### src/rtl/fp_mul_pipe_param.sv
// fp_mul_pipe_param: pipelined floating-point multiplier with valid/ready flow
// control, round-to-nearest-even and {invalid, overflow, underflow} flags.
// Latency is MUL_STAGES+2 cycles; a single global stall freezes every stage.
// Optional macro FP_MUL_SPECIAL_EN enables NaN/infinity handling. When it is
// undefined, overflow saturates to the largest finite value.
module fp_mul_pipe_param #(
    parameter int EXP_W      = 8,
    parameter int MAN_W      = 23,
    parameter int MUL_STAGES = 2,
    parameter int TAG_W      = 31
) (
    input  logic                   clk,
    input  logic                   rst_n,
    input  logic                   in_valid,
    output logic                   in_ready,
    input  logic [EXP_W+MAN_W:0]   in_a,
    input  logic [EXP_W+MAN_W:0]   in_b,
    input  logic [TAG_W-1:0]       in_tag,
    output logic                   out_valid,
    input  logic                   out_ready,
    output logic [EXP_W+MAN_W:0]   out_p,
    output logic [TAG_W-1:0]       out_tag,
    output logic [2:0]             out_flags
);
    localparam int W   = 1 + EXP_W + MAN_W;
    localparam int PW  = 2 * MAN_W + 2;
    localparam int EW2 = EXP_W + 2;
    localparam logic        [EW2-1:0] BIAS = EW2'((1 << (EXP_W - 1)) - 1);
    localparam logic signed [EW2-1:0] ONE  = EW2'(1);
    localparam logic signed [EW2-1:0] ZERO = EW2'(0);
    localparam logic signed [EW2-1:0] EMAX = EW2'((1 << EXP_W) - 1);

    typedef struct packed {
        logic             sign;
        logic             zero;
        logic             nan;
        logic             inf;
        logic [EW2-1:0]   e;
        logic [TAG_W-1:0] tag;
    } meta_t;

    logic stall;
    assign stall    = out_valid && !out_ready;
    assign in_ready = !stall;

    // ---------------- stage 1: unpack ----------------
    logic [EXP_W-1:0] ea, eb;
    logic [MAN_W-1:0] ma, mb;
    logic             a_zero, b_zero, nan_c, inf_c;
    meta_t            m1_c;

    assign ea     = in_a[W-2 -: EXP_W];
    assign eb     = in_b[W-2 -: EXP_W];
    assign ma     = in_a[MAN_W-1:0];
    assign mb     = in_b[MAN_W-1:0];
    assign a_zero = (ea == '0);
    assign b_zero = (eb == '0);

`ifdef FP_MUL_SPECIAL_EN
    logic a_nan, b_nan, a_inf, b_inf;
    assign a_nan = (&ea) && (ma != '0);
    assign b_nan = (&eb) && (mb != '0);
    assign a_inf = (&ea) && (ma == '0);
    assign b_inf = (&eb) && (mb == '0);
    assign nan_c = a_nan || b_nan || (a_inf && b_zero) || (b_inf && a_zero);
    assign inf_c = (a_inf || b_inf) && !nan_c;
`else
    assign nan_c = 1'b0;
    assign inf_c = 1'b0;
`endif

    // Operand metadata assembled for the stage-1 register
    always_comb begin
        m1_c      = '0;
        m1_c.sign = in_a[W-1] ^ in_b[W-1];
        m1_c.zero = a_zero || b_zero;
        m1_c.nan  = nan_c;
        m1_c.inf  = inf_c;
        m1_c.e    = EW2'(ea) + EW2'(eb) - BIAS;
        m1_c.tag  = in_tag;
    end

    logic             s1_v;
    meta_t            s1_m;
    logic [MAN_W:0]   s1_ma, s1_mb;

    // Stage 1 register: capture sign, exponent sum and mantissas with hidden bit
    always_ff @(posedge clk or negedge rst_n) begin
        if (!rst_n) begin
            s1_v  <= 1'b0;
            s1_m  <= '0;
            s1_ma <= '0;
            s1_mb <= '0;
        end else if (!stall) begin
            s1_v  <= in_valid;
            s1_m  <= m1_c;
            s1_ma <= {1'b1, ma};
            s1_mb <= {1'b1, mb};
        end
    end

    // ---------------- multiplier stages ----------------
    logic          m_v [MUL_STAGES];
    meta_t         m_m [MUL_STAGES];
    logic [PW-1:0] m_p [MUL_STAGES];

    // Mantissa product in the first stage, then retimed through the rest
    always_ff @(posedge clk or negedge rst_n) begin
        if (!rst_n) begin
            for (int unsigned i = 0; i < MUL_STAGES; i++) begin
                m_v[i] <= 1'b0;
                m_m[i] <= '0;
                m_p[i] <= '0;
            end
        end else if (!stall) begin
            m_v[0] <= s1_v;
            m_m[0] <= s1_m;
            m_p[0] <= {{(MAN_W+1){1'b0}}, s1_ma} * {{(MAN_W+1){1'b0}}, s1_mb};
            for (int unsigned i = 1; i < MUL_STAGES; i++) begin
                m_v[i] <= m_v[i-1];
                m_m[i] <= m_m[i-1];
                m_p[i] <= m_p[i-1];
            end
        end
    end

    // ---------------- final stage: normalise, round, pack ----------------
    logic [PW-1:0]           p_l, np;
    meta_t                   ml;
    logic [MAN_W-1:0]        mk;
    logic [MAN_W:0]          mr;
    logic                    g, st, up;
    logic signed [EW2-1:0]   ef;
    logic [W-1:0]            res_p;
    logic [2:0]              res_f;

    assign p_l = m_p[MUL_STAGES-1];
    assign ml  = m_m[MUL_STAGES-1];

    // Normalise so the leading one sits at PW-1, then round to nearest even
    always_comb begin
        np    = p_l[PW-1] ? p_l : (p_l << 1);
        mk    = np[PW-2 -: MAN_W];
        g     = np[PW-2-MAN_W];
        st    = |np[PW-3-MAN_W:0];
        up    = g && (st || mk[0]);
        mr    = {1'b0, mk} + {{MAN_W{1'b0}}, up};
        ef    = $signed(ml.e) + (p_l[PW-1] ? ONE : ZERO) + (mr[MAN_W] ? ONE : ZERO);
        res_p = {ml.sign, ef[EXP_W-1:0], mr[MAN_W-1:0]};
        res_f = 3'b000;
        if (ml.nan) begin
            res_p = {1'b0, {EXP_W{1'b1}}, 1'b1, {(MAN_W-1){1'b0}}};
            res_f = 3'b100;
        end else if (ml.zero) begin
            res_p = {ml.sign, {(W-1){1'b0}}};
        end else if (ml.inf) begin
            res_p = {ml.sign, {EXP_W{1'b1}}, {MAN_W{1'b0}}};
        end else if (ef >= EMAX) begin
`ifdef FP_MUL_SPECIAL_EN
            res_p = {ml.sign, {EXP_W{1'b1}}, {MAN_W{1'b0}}};
`else
            res_p = {ml.sign, {(EXP_W-1){1'b1}}, 1'b0, {MAN_W{1'b1}}};
`endif
            res_f = 3'b010;
        end else if (ef <= ZERO) begin
            res_p = {ml.sign, {(W-1){1'b0}}};
            res_f = 3'b001;
        end
    end

    // Output register: loads on advance, holds while the consumer stalls
    always_ff @(posedge clk or negedge rst_n) begin
        if (!rst_n) begin
            out_valid <= 1'b0;
            out_p     <= '0;
            out_tag   <= '0;
            out_flags <= '0;
        end else if (!stall) begin
            out_valid <= m_v[MUL_STAGES-1];
            if (m_v[MUL_STAGES-1]) begin
                out_p     <= res_p;
                out_tag   <= ml.tag;
                out_flags <= res_f;
            end
        end
    end

endmodule

### config.mk
export PLATFORM = sky130hd
export DESIGN_NAME = fp_mul_pipe_param
export DESIGN_NICKNAME = d
export VERILOG_FILES = /design/src/rtl/fp_mul_pipe_param.sv
export SDC_FILE = /design/constraint.sdc
export NUM_CORES = 2
export LEC_CHECK = 0
export BUFFER_PORTS_ARGS = -buffer_cell sky130_fd_sc_hd__clkbuf_2
export CORE_MARGIN = 10
export CORE_UTILIZATION = 50
export CTS_BUF_LIST = sky130_fd_sc_hd__clkbuf_16
export CTS_CLUSTER_SIZE = 10
export DETAILED_ROUTE_END_ITERATION = 10
export PLACE_DENSITY_LB_ADDON = 0.12
export SLEW_MARGIN = 20
export SYNTH_ARGS = -nofsm -noshare
export SYNTH_HDL_FRONTEND = slang
export SYNTH_SLANG_ARGS = --single-unit
export TNS_END_PERCENT = 20
### constraint.sdc
create_clock -name clk -period 20.1 [get_ports clk]
set_input_delay 1.005 -clock clk [delete_from_list [all_inputs] [get_ports clk]]
set_output_delay 1.005 -clock clk [all_outputs]
set_load 0.02 [all_outputs]
==> results.md <==
Clocking:
- In this run the deepest clock path goes through 3 buffers.
- In this run, CTS created clock tree buffers numbering 42.
- The number of gates given a new drive strength after cts is 0.
- The number of setup buffers added after CTS is 0.
- The H-tree generated during clock tree synthesis spans 2 levels.
- TritonCTS built the clock tree.
- In this run the clock root is driven by a sky130_fd_sc_hd__clkbuf_16.
- After clock tree synthesis, the flow added hold-fix buffers numbering 0.
- The clock transition at the registers of the reported paths is approximately 0.06 ns.
- The clock reaches the later pin of the worst-skew pair after 0.57 ns.
- The clock net in this run drives a total of between 300 and 400 sinks.

Layout:
- The number of antenna diodes in the final layout is 0.
- The number of nets in the layout is between 4000 and 5000.
- The filler cells instantiated in the layout total around 6300.
- The layout overhead on the synthesized area is 7.45%.
- The layout cell share with drive strength beyond 1 is under 10%.

Route:
- The total detailed-routing wirelength is ~80 mm.
- The iteration-0 DRC count of the detailed router is roughly 1800.
- The count of nets left with antenna violations once routing finished came out at 0.
- The met2 wire length is approximately 40 mm.
- In the detailed route, the total length drawn on met3 is around 3.5 mm.
- The final route contains 23993 vias.
- The wire length per cell after detailed routing is 17.6 um.
- For this run, the detailed router's first-pass iteration total came to 7.
- The wire length the detailed router placed on met1 is around 37 mm.
- After detailed routing, the number of remaining DRC violations is 0.
- The highest layer touched by signal routing is met5.
- In the routed layout, each cell is associated on average with a via count of a little over 5.

Die:
- Row generation in the floorplan step produced 94 rows.
- The total die area is between 70000 and 80000 um2.
- The initial utilization of the core area, before any placement, comes to 50.7%.
- The core box area is ~66000 um2.
- The number of I/O pins is approximately 170.
- The width of the die is about 280 um.
- The floorplan step set the die height to around 280 um.

Worst setup path:
- At the worst endpoint, the required time is 20.50 ns.
- The type of element capturing the critical path is a register.
- The worst endpoint data arrival time is slightly below 8 ns.
- The critical path is of the reg -> reg type.
- The type of origin of the critical path is a register.
- Along the worst path, the maximum fanout reaches 25.

Placed design:
- The count of input and output buffers is 165.
- The HPWL after detailed placement is 61.0 mm.
- The final weighted congestion in routability-driven placement is between 0.9 and 1.

Global route:
- Summed over all layers, the global routing overflow is 0.
- The number of antenna violations at the first check in global routing is 2.
- The first global-routing pass estimated 133 mm of wire.
- Entering global routing, the biggest net connects 198 pins.
- The via count of the first global-routing pass was about 24000.
- The global-route total usage across every layer is a little over a fifth.

Yosys:
- The number of instances in the synthesized netlist is between 3000 and 4000.
- Multiplexer cells account for under 10% of the synthesized area.
- The most instantiated flip-flop cell in the synthesis netlist is sky130_fd_sc_hd__dfrtp_1.
- sky130_fd_sc_hd__fa_1 takes more of the synthesized area than any other cell.
- For this run, the register share of the synthesized area comes to 25.5%.
- The post-synthesis simple-gate area fraction is roughly 20%.
- Dividing the synthesized area by the synthesized cell count gives between 9 and 10 um2.
- Counting flops with a built-in enable in the synthesized netlist gives 0.
- The combinational family with the most area after synthesis is adder cells.
- When the netlist entered floorplanning its net count stood at 4495.
- The fraction of registers with async set/reset is 100%.
- Ranked by total cell area, the synthesized netlist is headed by sky130_fd_sc_hd__fa_1 (29%), sky130_fd_sc_hd__dfrtp_1 (25%), sky130_fd_sc_hd__nand2_1 (11%), sky130_fd_sc_hd__ha_1 (7.1%), sky130_fd_sc_hd__inv_1 (6.3%).
- The synthesized netlist devotes approximately 36% of its cell area to adder and majority cells.
- Summed over its instances, the top area cell type makes up just under 30% of the synthesized netlist area.
- The unique cell type count in the Yosys netlist is 79.
- The post-synthesis compound-gate area fraction is ~5.9%.
- The synthesized flop and latch total is roughly 340.
- The commonest cells after synthesis are sky130_fd_sc_hd__nand2_1 (1020), sky130_fd_sc_hd__inv_1 (564), sky130_fd_sc_hd__fa_1 (484).
- The post-synthesis xor/xnor area fraction is 2.17%.
- The cell area that synthesis handed to floorplanning was 33500 um2.
- The warning count from the yosys run is 0.
- Among all cell types in the netlist, the one instantiated most often is sky130_fd_sc_hd__nand2_1.

Job:
- Across the run, the number of max-cap violations was 0.

Timing:
- Setup repair after global routing left no endpoint under its margin.
- The timing-limited maximum frequency is 133 MHz.
- The hold violation total from the final report is 0.
- At the pin with the least slew margin, the transition time is between 1 and 1.5 ns.
- Across the routed clock network, the largest skew measured is 0.0235 ns.
- The clock period could shrink to between 7 and 8 ns.
- Setup violations remaining at the end of the flow were counted as 0.
- The final-report max-slew violation count is 0.
- Headroom to the max-slew limit came out at about a quarter.
- For the final routed database, the setup TNS stands at 0 ns.
- The final cycle utilization of the critical path is 37.3%.

Hold path:
- The classification of the worst-slack hold path is reg -> reg.

Status:
- The flow ran to the end, and the final reports show no timing, DRC or antenna violations.
layout by cell type (no fill, tap or decap), types with 17 or more instances in the layout:
cell type | netlist | final
sky130_fd_sc_hd__fa_1 | 484 | 484
sky130_fd_sc_hd__nand3_1 | 23 | 23
sky130_fd_sc_hd__dfrtp_1 | 341 | 340
sky130_fd_sc_hd__nand2_1 | 1020 | 1019
sky130_fd_sc_hd__a21o_1 | 30 | 30
sky130_fd_sc_hd__o21ai_0 | 57 | 57
sky130_fd_sc_hd__ha_1 | 191 | 191
sky130_fd_sc_hd__a221o_1 | 25 | 25
sky130_fd_sc_hd__clkbuf_16 | 0 | 43
sky130_fd_sc_hd__buf_4 | 6 | 18
sky130_fd_sc_hd__nand4_1 | 19 | 19
sky130_fd_sc_hd__nor2_1 | 69 | 69
sky130_fd_sc_hd__a21oi_1 | 100 | 100
sky130_fd_sc_hd__inv_1 | 564 | 573
sky130_fd_sc_hd__mux2_2 | 37 | 37
sky130_fd_sc_hd__xor2_1 | 37 | 37
sky130_fd_sc_hd__clkbuf_2 | 0 | 164
sky130_fd_sc_hd__nor3_1 | 17 | 17
sky130_fd_sc_hd__and2_1 | 292 | 292
sky130_fd_sc_hd__xnor2_1 | 46 | 46
critical path, stage by stage (launching register included):
cell	delay, ns
sky130_fd_sc_hd__dfrtp_1	1.10
sky130_fd_sc_hd__nand2_1	0.22
sky130_fd_sc_hd__fa_1	0.59
sky130_fd_sc_hd__inv_1	0.05
sky130_fd_sc_hd__fa_1	0.52
sky130_fd_sc_hd__inv_1	0.05
sky130_fd_sc_hd__fa_1	0.50
sky130_fd_sc_hd__inv_1	0.06
sky130_fd_sc_hd__fa_1	0.55
sky130_fd_sc_hd__fa_1	0.43
sky130_fd_sc_hd__fa_1	0.52
sky130_fd_sc_hd__inv_1	0.06
sky130_fd_sc_hd__fa_1	0.49
sky130_fd_sc_hd__inv_1	0.07
sky130_fd_sc_hd__ha_1	0.39
sky130_fd_sc_hd__nand4_1	0.16
sky130_fd_sc_hd__or4_1	0.55
sky130_fd_sc_hd__a211oi_1	0.37
sky130_fd_sc_hd__nor2_1	0.13
sky130_fd_sc_hd__o31ai_1	0.29
sky130_fd_sc_hd__xnor2_1	0.15
sky130_fd_sc_hd__a21oi_1	0.08
state kept, by name, summed over array words and instances (netlist names):
signal and cells:
s1_ma 24, s1_v 1, p_l 48, m_m 86
s1_m 43, s1_mb 23, m_p 48, out_flags 2
out_valid 1, m_v 2, out_tag 31, out_p 32
path summary, 6_finish.rpt:
path | startpoint | slack [ns] | endpoint | cells past startpoint
hold reg to reg | m_m[54] | 0.45 | m_m[9] | 2
hold / removal | m_m[54] | 0.45 | m_m[9] | 2
max in group asynchronous | rst_n | 17.53 | s1_mb[10] | 3
setup / recovery | s1_mb[9] | 12.60 | m_p[92] | 21
min in group asynchronous | rst_n | 0.48 | out_p[28] | 1
setup reg to reg | s1_mb[9] | 12.60 | m_p[92] | 21
routing by layer:
metal	vias up	global-route usage [%]
met2	472	35.1
met4	2	5.52
met1	12055	29.2
met3	114	2.75
met5	-	0
li1	11350	-
per-stage QoR:
stage / area, um2 / utilization (%) / hold slack, ns / worst slack (ns) / std cells
after CTS: 36000 / 54.5 / 0.460 / 12.61 / 4626
after detailed placement: 34800 / 52.6 / 0.452 / 12.64 / 4566
after global routing: 36000 / 54.5 / 0.480 / 12.13 / 4626
after global placement: 34800 / 52.6 / 0.448 / 12.77 / 4566
after floorplan: 33500 / - / 0.435 / 13.48 / 3721
final: 36000 / 54.5 / 0.449 / 12.60 / 4626
logic make-up (layout without fill, tap and decap cells):
logic type               Yosys count  in the layout
other                              1              1
AO/OA/AOI/OAI                    300            300
flip-flops                       341            341
adder cells (fa/ha/maj)          675            675
XOR/XNOR                          83             83
buffers and inverters            769            810
AND/OR/NAND/NOR                 1506           1506
multiplexers                      46             46
layout make-up:
type	instances	area [um2]	share of cell area (%)
multi-input cells	2611	22000	61.2
flip-flops and latches	341	8530	23.7
clock buffers	43	1080	2.99
repair buffers	184	991	2.75
well taps	864	1080	3.00
inverters	566	2130	5.93
clock inverters	17	141	0.393
Power is not shown: default switching activity piles up to over one toggle a cycle in this logic, so the estimate is an artifact.
